### src/rtl/t3_compare.sv
// t3_compare: registered balanced-ternary magnitude comparator, O_out = sign(I_a - I_b)
module t3_compare #(
    parameter int TRITS = 16
) (
    input  logic               I_clk,
    input  logic               I_rst_n,
    input  logic [2*TRITS-1:0] I_a,
    input  logic [2*TRITS-1:0] I_b,
    output logic [1:0]         O_out,
    output logic               O_invalid
);
    logic [1:0] out_d, out_q;
    logic       inv_d, inv_q;

    // Ordinal of a trit code (-1 -> 0, 0 -> 1, +1 -> 2); the illegal code folds onto 0
    function automatic logic [1:0] ord(input logic [1:0] c);
        return c == 2'b10 ? 2'd2 : c == 2'b01 ? 2'd0 : 2'd1;
    endfunction

    // Scan LSB to MSB so that the most significant differing trit is the last to write the result
    always_comb begin
        out_d = 2'b00;
        inv_d = 1'b0;
        for (int i = 0; i < TRITS; i++) begin
            inv_d = inv_d | (&I_a[2*i +: 2]) | (&I_b[2*i +: 2]);
            out_d = ord(I_a[2*i +: 2]) > ord(I_b[2*i +: 2]) ? 2'b10 :
                    ord(I_a[2*i +: 2]) < ord(I_b[2*i +: 2]) ? 2'b01 : out_d;
        end
    end

    // Output registers, cleared asynchronously by reset
    always_ff @(posedge I_clk or negedge I_rst_n) begin
        if (!I_rst_n) begin
            out_q <= 2'b00;
            inv_q <= 1'b0;
        end else begin
            out_q <= out_d;
            inv_q <= inv_d;
        end
    end

    assign O_out     = out_q;
    assign O_invalid = inv_q;
endmodule

### config.mk
export PLATFORM = sky130hd
export DESIGN_NAME = t3_compare
export DESIGN_NICKNAME = d
export VERILOG_FILES = /design/src/rtl/t3_compare.sv
export SDC_FILE = /design/constraint.sdc
export NUM_CORES = 1
export LEC_CHECK = 0
export BUFFER_PORTS_ARGS = -buffer_cell sky130_fd_sc_hd__buf_2
export CELL_PAD_IN_SITES_DETAIL_PLACEMENT = 1
export CELL_PAD_IN_SITES_GLOBAL_PLACEMENT = 1
export CORE_ASPECT_RATIO = 1.25
export CORE_MARGIN = 5
export CORE_UTILIZATION = 37
export CTS_CLUSTER_SIZE = 14
export DETAILED_ROUTE_END_ITERATION = 10
export HOLD_SLACK_MARGIN = 0.05
export PLACE_DENSITY_LB_ADDON = 0.12
export SLEW_MARGIN = 40
export SYNTH_ARGS = -nofsm -noshare
export SYNTH_HDL_FRONTEND = slang
export SYNTH_SLANG_ARGS = --single-unit
### constraint.sdc
create_clock -name I_clk -period 0.8 [get_ports I_clk]
set_input_delay 0.04 -clock I_clk [delete_from_list [all_inputs] [get_ports I_clk]]
set_output_delay 0.04 -clock I_clk [all_outputs]
set_load 0.005 [all_outputs]
* Word level (Yosys, flattened, before mapping)
Index checks and enable logic that the tools add are counted.
Word-level totals: input port bits 66, output and inout bits 3, flip-flop bits (word level) 3
Cells by class: reduce and logical (&&, ||, !) cells 32, bitwise gates (word level) 31, $lt $le $gt $ge 32, equality and inequality tests 64, mux-type cells 96
Operators with widths (count):
- $mux 2 | 63
- $eq 2x1->1 const B | 32
- $eq 2x2->1 const B | 32
- $reduce_and 2->1 | 32
- $mux 1 | 33
- $gt 2x2->1 | 16
- $lt 2x2->1 | 16
- $or 1x1->1 | 31

* Depth between registers and ports, before layout
depth after elaboration 36, gate-level depth with buffers 10

* Worst setup path before layout
No wires, ideal clock.
kind input -> register, start input I_a[26], end register out_q[1], in the netlist O_out[1], setup slack -0.721 ns, arrival time 1.387 ns, buffers on the path 0, library setup time 0.134 ns, stages on the path 10, path through inv_1 > ha_1 > inv_1 > ha_1 > nand4_1 > nor3_1 > o311ai_0 > a31oi_1 > o22a_1 > a31oi_1
Between the ends: cells in the longest elaborated chain, start to end 10, elaborated cells on any way between the ends 12, those cells by class 2 x order compare; 2 x eq/ne; 8 x mux
Ends and longest elaborated chain:
- start: declaration | RTL line 7 | input logic [2*TRITS-1:0] I_a,
- $eq 2x1->1 | RTL line 17 | return c == 2'b10 ? 2'd2 : c == 2'b01 ? 2'd0 : 2'd1;
- $mux 1 | RTL line 17
- $mux 2 (*) | RTL line 17
- $lt 2x2->1 | RTL line 27 | ord(I_a[2*i +: 2]) < ord(I_b[2*i +: 2]) ? 2'b01 : out_d;
- $mux 2 | RTL line 27
- $mux 2 (*) | RTL line 26 | out_d = ord(I_a[2*i +: 2]) > ord(I_b[2*i +: 2]) ? 2'b10 :
- $mux 2 (*) | RTL line 27
- $mux 2 (*) | RTL line 26
- $mux 2 (*) | RTL line 27
- $mux 2 (*) | RTL line 26
- net out_d[1] | RTL line 12 | logic [1:0] out_d, out_q;
- end signal: assignment | RTL line 37 | out_q <= out_d;
- end: declaration | RTL line 12
Mark *: on every way through the listed nets, which the timed path passes. The rest lies on a longest branch.

* Worst setup path after layout
start input I_a[14], end register out_q[1], in the netlist O_out[1]
Between the ends: cells in the longest elaborated chain, start to end 22, elaborated cells on any way between the ends 24, those cells by class 2 x order compare; 2 x eq/ne; 20 x mux
Ends and longest elaborated chain (RTL line):
- $eq 2x1->1 | 17
- $mux 1 | 17
- $mux 2 (*) | 17
- $lt 2x2->1 | 27
- $mux 2 | 27
- $mux 2 (*) | 26
- $mux 2 (*) | 27
- $mux 2 (*) | 26
- (+7 left out)
- $mux 2 (*) | 26
- $mux 2 (*) | 27
- $mux 2 (*) | 26
- $mux 2 (*) | 27
- $mux 2 (*) | 26
- $mux 2 (*) | 27
- $mux 2 (*) | 26
- net out_d[1] | 12
Marked as above.

==> out/results.txt <==
The flow ran to the end, but the final reports show violations. The final reports fail on negative setup slack. The number of levels the H-tree was split into is 1. After clock tree synthesis, the clock-pin slew on the worst setup and hold paths is 40 ps.

For this run, the slowest stage of the critical path takes 370 ps. The initial antenna violation count is 1. The post-synthesis to final-layout area growth was 95.4%; the final weighted congestion in routability-driven placement was 0.708.

STA classifies the critical path startpoint as an input port. The clock net sink count is 3, and the maximum root-to-sink buffer count is 2. Detailed placement ended at an HPWL of 5.20 mm. The cell at the slowest stage of the critical path is sky130_fd_sc_hd__o311ai_1. Walking the worst path, the cells encountered are buf_2, inv_1, ha_1, inv_1, ha_2, nand2_1, nor2_1, o311ai_1, a31oi_1, o22a_1, a31oi_1. The residual DRC count was 0.

The worst-case IR drop observed on VDD is 0.482 mV. The largest total area in the synthesized netlist belongs to sky130_fd_sc_hd__ha_1. Clock tree synthesis selected as its root buffer the cell sky130_fd_sc_hd__clkbuf_8.

In this run the vertical extent of the chip is 90.6 µm. The critical path in this run is classified as input port to register. For the clock buffer count from CTS, the log shows 3.

Number of setup violations in the final report: 3. In the post-synthesis netlist, the biggest area contributors are sky130_fd_sc_hd__ha_1 (63%), sky130_fd_sc_hd__inv_1 (13%), sky130_fd_sc_hd__dfrtp_1 (3.9%). The starting utilization of the core area was 38.1%. In this run the tool buffered the top-level ports with 68 buffer cells. After synthesis, the largest area contributor takes up 62.5% of total cell area.

The ratio of routed vias to standard cells works out to 5.29. Setup repair after global routing could not meet its margin everywhere. The number of nets handed over by synthesis was 396. At the pin with the least slew margin, the transition time is 392 ps. Post-route minimum period: 1730 ps.

Post-layout instance count excluding filler cells: 431. The critical path runs through a total of 11 cells. Entering global routing, the biggest net connects 4 pins. Across the run, the number of max-cap violations was 0. The via count of the first global-routing pass is 2586, and the register bit total from synthesis is 3.

The logs give 531 for the number of nets in the final layout and 4 for the number of detailed-route iterations in the first pass. The detailed route wirelength on metal2 was 5.63 mm. The die covers 6740 µm². The largest fanout on the critical path is 2, and the buffering stage count on the worst path with inverters included is 3. Summing internal, switching and leakage power gives 3020 µW.

TritonCTS built the clock tree. For the leakage power total, the log shows 0.00185 µW. For the core region area, the log shows 5040 µm². For this run, the total global-route usage over all layers was measured as 22.3%. The detailed router finished its first iteration with 86 violations. The Yosys step of the flow raised 0 warnings. Cells with a size suffix above 1 make up 62.5% of the layout.

The average wire per cell in the routed design is 23.4 µm, and the total congestion overflow after global routing is 0. Kind of end point of the critical path: a register. The top layer reached by signal wires was met4. The run gives 0 as the final hold violation count.

Synthesis instantiated 23 different standard cells from the library. The width of the die came out at 74.4 µm. The post-route antenna net violation count came out at 0.

In the final routing, the length of wire on met1 measures 3.24 mm. The initialized floorplan defines 29 standard-cell rows. On the critical path the largest part of the delay comes from compound AO/OA/AOI/OAI gates. The run gives -932 ps as the setup slack of the critical path after layout.

The min-delay analysis places its worst path in the category input port to async pin. The tools report the register area share after synthesis as 3.91%. A synthesized cell averages 8.21 µm². STA puts the critical path data arrival time at 1870 ps. The run gives 73.5% as the worst slew margin relative to its limit. The highest attainable clock frequency is 577 MHz, and the power per cell area is 806 nW/µm².

Of the available clock period, the critical path in the final layout requires 217%. The logs give 10.1 mm for the routed wire length and 556 µm for the wire length on met3. The final number of max-transition violations was 0; the required time reported for the critical path endpoint was 940 ps. After filler insertion, the fill cell instance count of the layout stands at 517. Via count of the routed design: 2279.

The first global-routing pass estimated 11.5 mm of wire. For this design the top-level I/O count stands at 69. The summed instance area of the synthesized netlist is 1920 µm², and the number of instances in the placed design is 422. The cell count after synthesis was 234.
power breakdown:
group	switching [µW]	internal, µW
Sequential	11.4	179
Combinational	1140	1190
Clock	155	344
area by class of cell:
cell class / count / area (µm²) / share of cell area, %
clock buffers: 4 / 45.0 / 1.20
multi-input cells: 163 / 2330 / 62.0
inverters: 68 / 265 / 7.07
diodes: 1 / 2.50 / 0.0667
flip-flops and latches: 3 / 75.1 / 2.00
repair buffers: 130 / 960 / 25.6
well taps: 62 / 77.6 / 2.07
stage by stage:
| step | util [%] | hold WS, ps | TNS (ps) | area [µm²] | setup slack [ps] |
|---|---|---|---|---|---|
| 6_report | 74.4 | 151 | -2060 | 3750 | -932 |
| 5_1_grt | 74.4 | 152 | -2280 | 3750 | -996 |
| 4_1_cts | 68.9 | 152 | -1520 | 3480 | -672 |
| 3_5_place_dp | 60.9 | -156 | -2660 | 3070 | -1020 |
| 3_3_place_gp | 60.9 | -159 | -2590 | 3070 | -968 |
| 2_1_floorplan | - | -256 | -1290 | 2220 | -647 |
final timing paths:
check	slack [ps]	start	end
worst max-delay path	-930	I_a[14]	O_out[1]$_DFF_PN0_
worst min-delay path	150	I_rst_n	O_invalid$_DFF_PN0_
max in group asynchronous	510	I_rst_n	O_out[1]$_DFF_PN0_
min in group I_clk	350	I_a[13]	O_invalid$_DFF_PN0_
flip-flops by register name, summed over array words and instances (netlist names):
name	cells
O_invalid	1
O_out	2
repair_timing:
item | 4_1_cts | 5_1_grt
pin swaps | 23 | 28
buffers inserted | 4 | 0
endpoints found under the hold margin | 3 | 0
setup endpoints to repair | 3 | 3
gates resized for setup | 54 | 50
hold buffers | 1 | 0
cell usage after synthesis (all sizes together):
cell type / instances
and3b: 1
inv: 68
nand4: 6
o311ai: 1
a31oi: 2
dfrtp: 3
nor2b: 12
o22ai: 2
nand2: 11
nand3: 1
a2111oi: 1
nor2: 1
and3: 1
ha: 96
o32ai: 2
a21oi: 3
o21ai: 3
or2: 1
nor4: 9
o21bai: 1
o22a: 1
nor3: 8
kinds of logic (layout without fill, tap and decap cells):
family                     count (synthesis)  after routing  share of synthesized area, %
adders and majority gates                 96             96                          62.5
buffers and inverters                     68            202                          13.3
and+or+nand+nor                           51             51                          14.7
AOI/OAI and AO/OA                         16             16                          5.54
DFF                                        3              3                          3.91
other                                      0              1                             0
cell usage in the layout, fill, tap and decap left out, types with 5 or more instances in the layout:
master,synthesis,layout
sky130_fd_sc_hd__buf_6,0,23
sky130_fd_sc_hd__ha_1,96,41
sky130_fd_sc_hd__nor4_4,0,5
sky130_fd_sc_hd__nor2b_1,11,9
sky130_fd_sc_hd__buf_2,0,51
sky130_fd_sc_hd__inv_1,68,45
sky130_fd_sc_hd__buf_4,0,52
sky130_fd_sc_hd__ha_2,0,11
sky130_fd_sc_hd__nand2_1,11,10
sky130_fd_sc_hd__inv_2,0,21
sky130_fd_sc_hd__ha_4,0,44
sky130_fd_sc_hd__nand4_1,6,6
sky130_fd_sc_hd__nor3_1,8,5
routing by layer:
metal  global-route usage, %  vias up
met1                    18.9     1078
li1                        -     1044
met4                    10.4        0
met3                    4.23       49
met5                       0        -
met2                    45.7      108
(Power assumes the default switching activity.)
